--- src/rtl/aha_tlx_pkg.sv ---
// Shared definitions for the TLX training transmitter: FSM encoding and default word width.
package aha_tlx_pkg;

    localparam int unsigned SEQ_WIDTH_DEF = 32;

    typedef enum logic [1:0] {
        IDLE     = 2'b00,
        TRAINING = 2'b01,
        FINISH   = 2'b10
    } tlx_state_e;

endpackage

--- src/rtl/aha_tlx_rise_detect.sv ---
// Registered rising-edge detector: one-cycle pulse for each 0->1 transition of D.
module aha_tlx_rise_detect (
    input  logic CLK,
    input  logic RESET,
    input  logic D,
    output logic RISE
);

    logic d_q;

    always_ff @(posedge CLK or posedge RESET) begin
        if (RESET) d_q <= 1'b0;
        else       d_q <= D;
    end

    assign RISE = D & ~d_q;

endmodule

--- src/rtl/aha_tlx_training_tx.sv ---
// TLX training-sequence transmitter: repeats a latched word LSB-first on D_OUT,
// optionally stopping after LENGTH complete words.
module aha_tlx_training_tx
    import aha_tlx_pkg::*;
#(
    parameter int unsigned SEQ_WIDTH = SEQ_WIDTH_DEF
) (
    input  logic                 CLK,
    input  logic                 RESET,
    input  logic                 START,
    input  logic                 CLEAR,
    input  logic [SEQ_WIDTH-1:0] SEQUENCE,
    input  logic [31:0]          LENGTH,
    input  logic                 AUTO_STOP,
    output logic                 D_OUT,
    output logic                 DONE,
    output logic                 ACTIVE,
    output logic [31:0]          SENT_COUNT
);

    localparam int unsigned IDX_W = $clog2(SEQ_WIDTH);
    localparam logic [IDX_W-1:0] IDX_LAST = IDX_W'(SEQ_WIDTH - 1);

    tlx_state_e state, state_next;

    logic                 start_p;
    logic                 clear_p;
    logic [SEQ_WIDTH-1:0] seq_r;
    logic [IDX_W-1:0]     idx;
    logic                 done_w;
    logic                 accept;
    logic                 d_next;
    logic                 word_end;

    aha_tlx_rise_detect u_start_rise (
        .CLK   (CLK),
        .RESET (RESET),
        .D     (START),
        .RISE  (start_p)
    );

    aha_tlx_rise_detect u_clear_rise (
        .CLK   (CLK),
        .RESET (RESET),
        .D     (CLEAR),
        .RISE  (clear_p)
    );

    // LENGTH and AUTO_STOP are compared live every cycle, never latched.
    assign done_w = (state == TRAINING) && AUTO_STOP && (SENT_COUNT == LENGTH);
    assign accept = (state == IDLE) && start_p && !clear_p;

    always_ff @(posedge CLK or posedge RESET) begin
        if (RESET) state <= IDLE;
        else       state <= state_next;
    end

    always_comb begin
        state_next = state;
        unique case (state)
            IDLE:     if (start_p && !clear_p) state_next = TRAINING;
            TRAINING: begin
                if (clear_p)     state_next = IDLE;
                else if (done_w) state_next = FINISH;
            end
            FINISH:   state_next = IDLE;
            default:  state_next = IDLE;
        endcase
    end

    always_comb begin
        ACTIVE   = 1'b0;
        d_next   = 1'b0;
        word_end = 1'b0;
        if (state == TRAINING && !done_w) begin
            ACTIVE   = 1'b1;
            d_next   = seq_r[idx];
            word_end = (idx == IDX_LAST);
        end
    end

    always_ff @(posedge CLK or posedge RESET) begin
        if (RESET) begin
            seq_r <= '0;
            idx   <= '0;
            D_OUT <= 1'b0;
        end else begin
            if (accept) seq_r <= SEQUENCE;
            idx   <= (state == TRAINING) ? idx + IDX_W'(1) : '0;
            D_OUT <= d_next;
        end
    end

    always_ff @(posedge CLK or posedge RESET) begin
        if (RESET) begin
            SENT_COUNT <= '0;
            DONE       <= 1'b0;
        end else begin
            if (clear_p || accept) SENT_COUNT <= '0;
            else if (word_end)     SENT_COUNT <= SENT_COUNT + 32'd1;

            if (done_w)                DONE <= 1'b1;
            else if (clear_p || accept) DONE <= 1'b0;
        end
    end

endmodule

--- config.mk ---
export PLATFORM = sky130hd
export DESIGN_NAME = aha_tlx_training_tx
export DESIGN_NICKNAME = d
export VERILOG_FILES = /design/src/rtl/aha_tlx_pkg.sv /design/src/rtl/aha_tlx_rise_detect.sv /design/src/rtl/aha_tlx_training_tx.sv
export SDC_FILE = /design/constraint.sdc
export NUM_CORES = 1
export LEC_CHECK = 0
export ABC_CLOCK_PERIOD_IN_PS = 6700
export CORE_MARGIN = 1.5
export CORE_UTILIZATION = 53
export CTS_CLUSTER_SIZE = 30
export DETAILED_ROUTE_END_ITERATION = 10
export PLACE_DENSITY = 0.82
export SLEW_MARGIN = 40
export SYNTH_ARGS = -nofsm -noshare
export SYNTH_HDL_FRONTEND = slang
export SYNTH_HIERARCHICAL = 1
export SYNTH_SLANG_ARGS = --single-unit
--- constraint.sdc ---
create_clock -name CLK -period 6.7 [get_ports CLK]
set_clock_uncertainty 0.1 [all_clocks]
set_input_delay 1.005 -clock CLK [delete_from_list [all_inputs] [get_ports CLK]]
set_output_delay 1.005 -clock CLK [all_outputs]
set_load 0.005 [all_outputs]
==> reports/results.ini, run 1 <==
[run_status]
status = complete, no violations

[power_and_ir_drop]
switching_share = 0.2440
clkPwrFrac = 0.375
p_per_area_nw_per_um2 = 216.9
leakage_nw = 2.229
p_comb_frac = 0.162
switchingPower_mw = 0.2884
seqPwrFrac = 0.464
peakVddDrop_v = 0.0001622
internal_power_mw = 0.8935

[yosys]
syn_area_um2 = 4064
async_flop_share = 1.000
yosysTopAreaCell = dfrtp_1
seq_area_frac_synth = 0.4618
synth_edf_count = 0
synth.distinct_cells = 42
yosysWarnings = 6
synth_nets = 445
avgSynthCellArea_um2 = 10.90
ys.flop_type = dfrtp_1
synth_area_leaders = dfrtp_1 46%, xor2_1 6.9%, mux2_1 6.4%, mux4_2 5.5%, or3_1 3.2%
ys_seq_elements = 75
syn_inst = 373
synth.top_cell.area_share = 0.4618

[clock_network]
clk_pin_slew_ns = 0.08
clockBufferDepth = 2
clock_latency_ns = 0.35
cts_buffers = 9
cts_tree = built
cts_sinks = 75
h-tree-depth = 3
postCtsHoldBufs = 0
cts-root-buf = clkbuf_8
post_cts_buffers = 0
cts_resized = 0

[routing]
drt_iter0_drc = 276
wl_mm = 10.57
post_drt_wl_per_cell_um = 18.28
drc_errors = 0
vias = 3534
postRouteAntennaNets = 0
first_pass_iters = 5
via_per_inst = 6.114

[cells_and_area]
n_fill_cell = 503
syn_to_final_growth_pct = 34.08
mostFrequentLayoutCells = 103 x clkdlybuf4s50_1, 75 x dfrtp_1, 32 x xor2_1, 26 x nand2_1, 24 x a21oi_1
final_common_cell = clkdlybuf4s50_1
antenna_cells = 0
drive_above_1_share = 0.1023
final_nets = 546

[global_route]
antenna_found_initial = 0
grt_pass1_vias = 3629
grtUsageTotal = 0.2736
grt_pass1_wl_mm = 17.63
grt_overflow = 0
grt_max_degree = 74

[die]
die_w_um = 90.57
num_io_pins = 104
die_area_um2 = 8202
rows = 31
core-area_um2 = 7331
die_h_um = 90.57
initial_core_util = 0.5544

[hold_path]
hold_class = reg -> reg
min_from = seq_r[1]$_DFFE_PP0P_

[sta]
setup_violations = 0
fin_crit_sh = 0.6109
slew_violations = 0
hold_viol_final = 0
final.setup.tns_ns = 0
worst_pin_slew_ns = 0.7451
period_minus_slack_ns = 4.093
timing.hold.ws_ns = 0.3916
slew_headroom = 0.5014
max_freq_ghz = 0.2443
grt_setup_unrepaired = false

[placed_design]
io_buffers = 103
routabilityCongestion = 0.9064
dp_hpwl_mm = 7.797

[run]
maxCapViolations = 0

[setup_path]
arrival_ns = 2.99
cp.required_ns = 5.59
crit_type = in -> out
cp-startpoint = LENGTH[29]
r2r-start = idx[0]$_DFF_PP0_
cp_max_fo = 2
end_kind = primary output
start_kind = input port

[through the flow]
step           utilization  power (mW)  cells  instance area (um2)  setup WS, ns
3_3_place_gp        0.7078      0.7348    562                 5189         2.593
6_report            0.7433       1.182    578                 5449         2.607
4_1_cts             0.7433       1.188    578                 5449         2.624
2_1_floorplan            -      0.6614    373                 4064         3.266
5_1_grt             0.7433       1.228    578                 5449         2.470
3_5_place_dp        0.7083      0.7492    562                 5192         2.646
[cell families after synthesis]
group | Yosys count | synth area share
DFF | 75 | 0.4618
xor gates and xnor gates | 34 | 0.07328
muxes | 44 | 0.1490
AOI/OAI and AO/OA | 58 | 0.08467
and+or+nand+nor | 137 | 0.1998
buffers and inverters | 22 | 0.02217
adders and majority gates | 3 | 0.009237
[area by class of cell]
class                           instances  area [um2]  area share
Clock inverter                          6       118.9     0.02181
Tap cell                               99       123.9     0.02273
Multi-Input combinational cell        276        2108      0.3869
Clock buffer                           10       137.6     0.02526
Sequential cell                        75        1877      0.3444
Inverter                                5       18.77    0.003444
Timing Repair Buffer                  107        1065      0.1954
[synth_stat cells (2+ instances only)]
library cell  count
mux2_2            9
mux2i_1           2
and4_1            3
nor3_1            4
or3_1            21
nor4_1           14
o31ai_1           8
xnor2_1           2
dfrtp_1          75
or4_1            13
inv_1             5
nor2_1            9
nand3_1          10
clkbuf_1         10
mux4_2           10
nand4_1          14
ha_1              3
o311ai_1          2
and3_1            6
and2_1            5
nand2b_1          2
a21oi_1          24
xor2_1           32
buf_2             6
o211ai_1          5
mux2_1           23
nand2_1          26
nor2b_4           2
o21ai_1          15
[power groups by stage]
| stage | clock network, mW | registers (mW) | logic [mW] |
|---|---|---|---|
| 4_1_cts | 0.446 | 0.548 | 0.193 |
| 3_3_place_gp | 0 | 0.551 | 0.184 |
| 6_report | 0.443 | 0.548 | 0.191 |
| 2_1_floorplan | 0 | 0.538 | 0.123 |
| 3_5_place_dp | 0 | 0.557 | 0.192 |
| 5_1_grt | 0.465 | 0.556 | 0.207 |
[state kept, by name (all words and copies together), names as in the netlist]
register,count
D_OUT,1
SENT_COUNT,32
idx,5
state,2
seq_r,32
DONE,1
u_start_rise/d_q,1
u_clear_rise/d_q,1
[per-layer routing]
metal	vias to the layer above	wire (um)	track usage
met3	34	833	0.04377
li1	1611	-	-
met4	0	301	0.1217
met1	1724	4256	0.3565
met2	165	5177	0.4499
met5	-	0	0
[worst max-delay path, cell delays in order]
cell,delay [ns]
clkdlybuf4s50_1,0.41
xor2_1,0.16
nor4_1,0.37
nand4_1,0.19
nor4_2,0.31
nor2_1,0.07
clkdlybuf4s50_1,0.47
[path summary, 6_finish.rpt]
check / endpoint / slack (ns) / cells after the start
hold reg to reg: seq_r[1]$_DFFE_PP0P_ / 0.39 / 1
setup reg to reg: SENT_COUNT[17]$_DFFE_PP0P_ / 3.38 / 9
setup / recovery: ACTIVE / 2.61 / 7
max in group asynchronous: SENT_COUNT[22]$_DFFE_PP0P_ / 4.94 / 3
min in group asynchronous: u_clear_rise/d_q$_DFF_PP0_ / 0.76 / 2
hold / removal: seq_r[1]$_DFFE_PP0P_ / 0.39 / 1
(Power assumes the default switching activity.)
==> inputs of run 2 (changes only) <==
--- a/config.mk
+++ b/config.mk
@@ -5,12 +5,12 @@
 export SDC_FILE = /design/constraint.sdc
 export NUM_CORES = 1
 export LEC_CHECK = 0
-export ABC_CLOCK_PERIOD_IN_PS = 6700
+export ABC_CLOCK_PERIOD_IN_PS = 3600
 export CORE_MARGIN = 1.5
-export CORE_UTILIZATION = 53
+export CORE_UTILIZATION = 45
 export CTS_CLUSTER_SIZE = 30
 export DETAILED_ROUTE_END_ITERATION = 10
-export PLACE_DENSITY = 0.82
+export PLACE_DENSITY = 0.73
 export SLEW_MARGIN = 40
 export SYNTH_ARGS = -nofsm -noshare
 export SYNTH_HDL_FRONTEND = slang
==> constraint.sdc (replaced) <==
create_clock -name CLK -period 3.6 [get_ports CLK]
set_clock_uncertainty 0.1 [all_clocks]
set_input_delay 0.54 -clock CLK [delete_from_list [all_inputs] [get_ports CLK]]
set_output_delay 0.54 -clock CLK [all_outputs]
set_load 0.005 [all_outputs]
==> run 2 against run 1 <==
Net effect: worst setup slack got worse by 2.2 ns; utilization fell by 11 points; critical path depth did not move; register-to-register slack got worse by 2.6 ns.
==> reports/results.ini, run 2 (synthesis gave the netlist of run 1 again) <==
[sta]
setup_violations = 0  ; unchanged
grt_setup_unrepaired = false
final.setup.tns_ns = 0  ; unchanged
period_minus_slack_ns = 3.223
max_freq_ghz = 0.3102
hold_viol_final = 0  ; unchanged
slew_violations = 0  ; unchanged
slew_headroom = 0.5280  ; +0.02657
worst_pin_slew_ns = 0.7080  ; -0.03710 ns
fin_crit_sh = 0.8953
worst_slack_ns = 0.3768  ; -2.230 ns

[setup_path]
crit_type = in -> out
r2r-end = SENT_COUNT[11]$_DFFE_PP0P_
r2r-start = SENT_COUNT[0]$_DFFE_PP0P_
start_kind = input port
reg2reg_slack_ns = 0.80  ; -2.58 ns
cp.required_ns = 2.96  ; -2.63 ns
cp-endpoint = ACTIVE
arrival_ns = 2.58  ; -0.41 ns
end_kind = primary output
r2r_cells = 7  ; -2
cp_max_fo = 2  ; unchanged
cp-startpoint = LENGTH[16]

[clock_network]
h-tree-depth = 3  ; unchanged
clock_latency_ns = 0.35  ; about the same
postCtsHoldBufs = 0  ; unchanged
cts-root-buf = clkbuf_8
cts_tree = built
clk_pin_slew_ns = 0.09  ; about the same
cts_buffers = 9  ; unchanged
clockBufferDepth = 2  ; unchanged
cts_sinks = 75  ; unchanged
cts_resized = 0  ; unchanged
post_cts_buffers = 0  ; unchanged

[die]
die_w_um = 98.03  ; +8.2%
die_area_um2 = 9610  ; +17%
core-area_um2 = 8721  ; +19%
num_io_pins = 104  ; unchanged
die_h_um = 98.03  ; +8.2%
rows = 34  ; +9.7%
initial_core_util = 0.4660  ; -0.08836

[global_route]
grtUsageTotal = 0.2428  ; -0.03077
grt_overflow = 0  ; unchanged
grt_pass1_wl_mm = 18.56  ; +5.3%
grt_pass1_vias = 3652  ; +0.63%
grt_max_degree = 54  ; -27%
antenna_found_initial = 0  ; unchanged

[routing]
drt_iter0_drc = 223  ; -19%
first_pass_iters = 4  ; -1
vias = 3534  ; unchanged
wl_mm = 11.15  ; +5.5%
postRouteAntennaNets = 0  ; unchanged
post_drt_wl_per_cell_um = 18.80  ; +2.8%
via_per_inst = 5.960  ; -2.5%
drc_errors = 0  ; unchanged

[run_status]
status = complete, no violations

[power_and_ir_drop]
p_per_area_nw_per_um2 = 385.5  ; +78%
leakage_nw = 2.241  ; +0.55%
peakVddDrop_v = 0.0002534  ; +56%
power_mw = 2.113  ; +79%

[hold_path]
hold_class = in -> async

[cells_and_area]
final_common_cell = clkdlybuf4s50_1
largestRegisters = SENT_COUNT x32, seq_r x32, idx x5
n_fill_cell = 714  ; +42%
syn_to_final_growth_pct = 34.88
antenna_cells = 0  ; unchanged
ff_latch_area_um2 = 1877  ; unchanged
stdcell_area_um2 = 5482  ; +0.60%
final_nets = 552  ; +1.1%
mostFrequentLayoutCells = 103 x clkdlybuf4s50_1, 75 x dfrtp_1, 32 x xor2_1, 26 x nand2_1, 24 x a21oi_1
multiInputGateArea_um2 = 2108  ; unchanged
final_core_util = 0.6286  ; -0.1148
drive_above_1_share = 0.1093  ; +0.006982

[placed_design]
routabilityCongestion = 0.9193  ; +1.4%
io_buffers = 103  ; unchanged
dp_hpwl_mm = 8.413  ; +7.9%
dpl_cell_area_um2 = 5258  ; +1.3%
pre_cts_slack_ns = 0.3406  ; -2.305 ns

[run]
maxCapViolations = 0  ; unchanged

run 2: cell count changes in the layout (fill, tap and decap cells not counted):
cell,previous run,this run
buf_6,1,0
or2_1,0,1
buf_4,3,9
clkbuf_1,0,1
or2_2,1,0
buf_12,0,1
clkinv_4,0,1
inv_6,2,1
clkbuf_8,10,9
clkinvlp_4,0,1
bufinv_16,3,2
run 2: worst min-delay path by stage:
stage | from | endpoint | slack (ns) | depth (start not counted)
floorplan | RESET | u_clear_rise/d_q$_DFF_PP0_ | 0.17 | 1
global placement | seq_r[0]$_DFFE_PP0P_ | seq_r[0]$_DFFE_PP0P_ | 0.36 | 1
detailed placement | seq_r[20]$_DFFE_PP0P_ | seq_r[20]$_DFFE_PP0P_ | 0.37 | 1
CTS | RESET | u_start_rise/d_q$_DFF_PP0_ | 0.30 | 2
global route | RESET | u_start_rise/d_q$_DFF_PP0_ | 0.32 | 2
finish | RESET | u_start_rise/d_q$_DFF_PP0_ | 0.30 | 2
run 2: final cells by class:
class,count,area share
clock buffers,10,0.02328
clock inverters,6,0.01758
inverters,5,0.003424
multi-input cells,276,0.3846
flip-flops and latches,75,0.3424
well taps,108,0.02465
repair buffers,113,0.2041
run 2: stage by stage:
step	hold slack, ns	instances
global route	0.3210	593
global placement	0.3619	577
finish	0.3038	593
floorplan	0.1687	373
detailed placement	0.3707	577
CTS	0.3039	593
run 2: metal layers:
metal / vias to the layer above / wire, um / GRT usage
met5: - / 0 / 0
met4: 0 / 109 / 0.07363
met3: 7 / 625 / 0.03794
met2: 103 / 5674 / 0.4095
met1: 1799 / 4736 / 0.3237
li1: 1625 / - / -
run 2: where the power goes:
| group | total (mW) | internal, mW | leakage (nW) | switching (mW) |
|---|---|---|---|---|
| Sequential | 1.01 | 0.950 | 0.970 | 0.0547 |
| Combinational | 0.368 | 0.230 | 1.16 | 0.138 |
| Clock | 0.740 | 0.399 | 0.109 | 0.341 |
run 2: critical path: stages:
cell             delay [ns]
clkdlybuf4s50_1        0.43
xor2_1                 0.18
nor4_1                 0.37
nand2_1                0.14
nor4_2                 0.36
nor2_1                 0.09
clkdlybuf4s50_1        0.48
==> inputs of run 3 (changes only) <==
--- a/config.mk
+++ b/config.mk
@@ -5,10 +5,10 @@
 export SDC_FILE = /design/constraint.sdc
 export NUM_CORES = 1
 export LEC_CHECK = 0
-export ABC_CLOCK_PERIOD_IN_PS = 3600
+export ABC_CLOCK_PERIOD_IN_PS = 2800
 export CORE_MARGIN = 1.5
 export CORE_UTILIZATION = 45
-export CTS_CLUSTER_SIZE = 30
+export CTS_CLUSTER_SIZE = 25
 export DETAILED_ROUTE_END_ITERATION = 10
 export PLACE_DENSITY = 0.73
 export SLEW_MARGIN = 40
==> constraint.sdc (replaced) <==
create_clock -name CLK -period 2.8 [get_ports CLK]
set_clock_uncertainty 0.1 [all_clocks]
set_input_delay 0.42 -clock CLK [delete_from_list [all_inputs] [get_ports CLK]]
set_output_delay 0.42 -clock CLK [all_outputs]
set_load 0.005 [all_outputs]
==> run 3 against run 2 <==
Net effect: highest routed layer unchanged; combinational power grew 33%; worst setup slack worse by 0.27 ns; register-to-register slack lost 0.45 ns; non-clock buffer count up 22; critical endpoint unchanged; via count is 2.6% higher; count of clock-buffer cells in the layout rose by 1.
==> reports/results.ini, run 3 (synthesis gave the netlist of run 1 again) <==
[run_status]
status = complete, no violations

[setup_path]
r2r_cells = 9  ; +2
max_stage_delay_ns = 0.41  ; -0.07 ns
crit_type = in -> out
crit_buf_inv = 2  ; unchanged
cp_slowest_cell = clkdlybuf4s50_1
crit_family = simple AND/OR/NAND/NOR gates
worstPathCellList = clkdlybuf4s50_1, xor2_1, nor4_1, nand4_1, nor4_2, nor2_1, dlygate4sd2_1
reg2reg_slack_ns = 0.35  ; -0.45 ns
arrival_ns = 2.18  ; -0.40 ns
end_kind = primary output
cp.required_ns = 2.28  ; -0.68 ns
r2r-start = idx[1]$_DFF_PP0_
cp_max_fo = 2  ; unchanged
cp-startpoint = LENGTH[29]
r2r-end = SENT_COUNT[25]$_DFFE_PP0P_
start_kind = input port

[cells_and_area]
drive_above_1_share = 0.1482  ; +0.03894
ff_latch_area_um2 = 1877  ; unchanged
final_common_cell = clkdlybuf4s50_1
largestRegisters = SENT_COUNT x32, seq_r x32, idx x5
antenna_cells = 0  ; unchanged
final_nets = 574  ; +4.0%
mostFrequentLayoutCells = 102 x clkdlybuf4s50_1, 75 x dfrtp_1, 32 x xor2_1, 30 x buf_4, 26 x nand2_1
multiInputGateArea_um2 = 2121  ; +0.59%
n_fill_cell = 690  ; -3.4%
final_cells = 614  ; +3.5%
syn_to_final_growth_pct = 39.13
stdcell_area_um2 = 5654  ; +3.1%

[power_and_ir_drop]
leakage_nw = 2.354  ; +5.0%
switchingPower_mw = 0.6740  ; +26%
peakVddDrop_v = 0.0003755  ; +48%
switching_share = 0.2499  ; -0.002565
p_comb_frac = 0.181  ; +0.007
p_per_area_nw_per_um2 = 476.9  ; +24%
seqPwrFrac = 0.481  ; +0.005
clkPwrFrac = 0.338  ; -0.012
internal_power_mw = 2.023  ; +28%
power_mw = 2.697  ; +28%

[global_route]
gr-usage-met3 = 0.04223  ; +0.004295
grt_max_degree = 38  ; -30%
grt_pass1_wl_mm = 18.95  ; +2.1%
grt.busiest_layer = met2
antenna_found_initial = 0  ; unchanged
met2_usage = 0.4133  ; +0.003714
use_met1 = 0.3358  ; +0.01215
grtUsageTotal = 0.2524  ; +0.009576
grt_pass1_vias = 3676  ; +0.66%
grt_overflow = 0  ; unchanged

[routing]
drt_iter0_drc = 191  ; -14%
first_pass_iters = 4  ; unchanged
drc_errors = 0  ; unchanged
post_drt_wl_per_cell_um = 18.88  ; +0.43%
postRouteAntennaNets = 0  ; unchanged
wl_mm = 11.59  ; +4.0%
via_per_inst = 5.904  ; -0.93%
vias = 3625  ; +2.6%

[placed_design]
dp.cells = 599  ; +3.8%
dpl_cell_area_um2 = 5435  ; +3.4%
routabilityCongestion = 0.9177  ; -0.17%
io_buffers = 103  ; unchanged
dp_hpwl_mm = 8.882  ; +5.6%

[die]
rows = 34  ; unchanged
die_w_um = 98.03  ; unchanged
num_io_pins = 104  ; unchanged
core-area_um2 = 8721  ; unchanged
initial_core_util = 0.4660  ; unchanged
die_area_um2 = 9610  ; unchanged
die_h_um = 98.03  ; unchanged

[hold_path]
hold_class = in -> async

[clock_network]
postCtsHoldBufs = 0  ; unchanged
clk_pin_slew_ns = 0.08  ; about the same
post_cts_buffers = 0  ; unchanged
cts_tree = built
h-tree-depth = 3  ; unchanged
cts-root-buf = clkbuf_8
cts_sinks = 75  ; unchanged
clock_latency_ns = 0.34  ; about the same
clockBufferDepth = 2  ; unchanged
cts_buffers = 9  ; unchanged

[sta]
hold_viol_final = 0  ; unchanged
period_minus_slack_ns = 2.698
slew_violations = 0  ; unchanged
grt_setup_unrepaired = false
fin_crit_sh = 0.9635
max_freq_ghz = 0.3707
worst_pin_slew_ns = 0.6919  ; -0.01612 ns
final.setup.tns_ns = 0  ; unchanged
slew_headroom = 0.5370  ; +0.009044
setup_violations = 0  ; unchanged

[run]
maxCapViolations = 0  ; unchanged

==> run 3: changes by cell type in the layout (fill, tap and decap cells not counted), sizes merged <==
cell,change
buf,+22
clkbuf,+1
inv,-2
dlygate4sd2,+1
clkdlybuf4s50,-1
==> run 3: how the worst max path moves through the flow <==
| stage | endpoint | cells past startpoint |
|---|---|---|
| 2_1_floorplan | DONE$_DFFE_PP0P_ | 1 |
| 3_3_place_gp | ACTIVE | 7 |
| 3_5_place_dp | ACTIVE | 7 |
| 4_1_cts | ACTIVE | 7 |
| 5_1_grt | ACTIVE | 7 |
| 6_report | ACTIVE | 7 |
==> run 3: through the flow <==
stage	worst slack, ns	util	hold WS [ns]
6_report	0.1023	0.6484	0.1731
5_1_grt	0.01059	0.6484	0.1661
4_1_cts	0.03151	0.6476	0.1664
3_5_place_dp	-0.1464	0.6232	0.3742
3_3_place_gp	-0.1864	0.6232	0.3620
2_1_floorplan	0.4267	-	0.04871
==> run 3: worst register-to-register path, cell delays in order (launching register included) <==
cell	delay, ns
dfrtp_1	0.45
ha_1	0.21
and3_1	0.17
ha_1	0.16
and2_1	0.14
and4_1	0.24
o31ai_2	0.09
buf_4	0.17
or4_1	0.50
a21oi_1	0.15
==> run 3: metal layers <==
layer | vias to the layer above | wire (um)
met3 | 25 | 753
met1 | 1793 | 4924
met5 | - | 0
met2 | 139 | 5620
li1 | 1668 | -
met4 | 0 | 292
==> run 3: cell type report <==
cell class,count,share of cell area
timing repair buffer,135,0.2290
sequential,75,0.3319
tap,108,0.02390
inverter,5,0.003319
clock inverter,4,0.01350
multi-input combinational,276,0.3751
clock buffer,11,0.02324
==> run 3: power by group through the flow <==
| stage | registers (mW) | logic [mW] | clock network (mW) |
|---|---|---|---|
| 5_1_grt | 1.31 | 0.532 | 0.967 |
| 3_3_place_gp | 1.30 | 0.478 | 0 |
| 3_5_place_dp | 1.32 | 0.495 | 0 |
| 2_1_floorplan | 1.29 | 0.295 | 0 |
| 6_report | 1.30 | 0.488 | 0.911 |
| 4_1_cts | 1.30 | 0.496 | 0.923 |
==> run 3: what timing repair did <==
action	CTS	global route
endpoints found under the setup margin	1	1
gates resized for setup	2	1
pin swaps	3	1
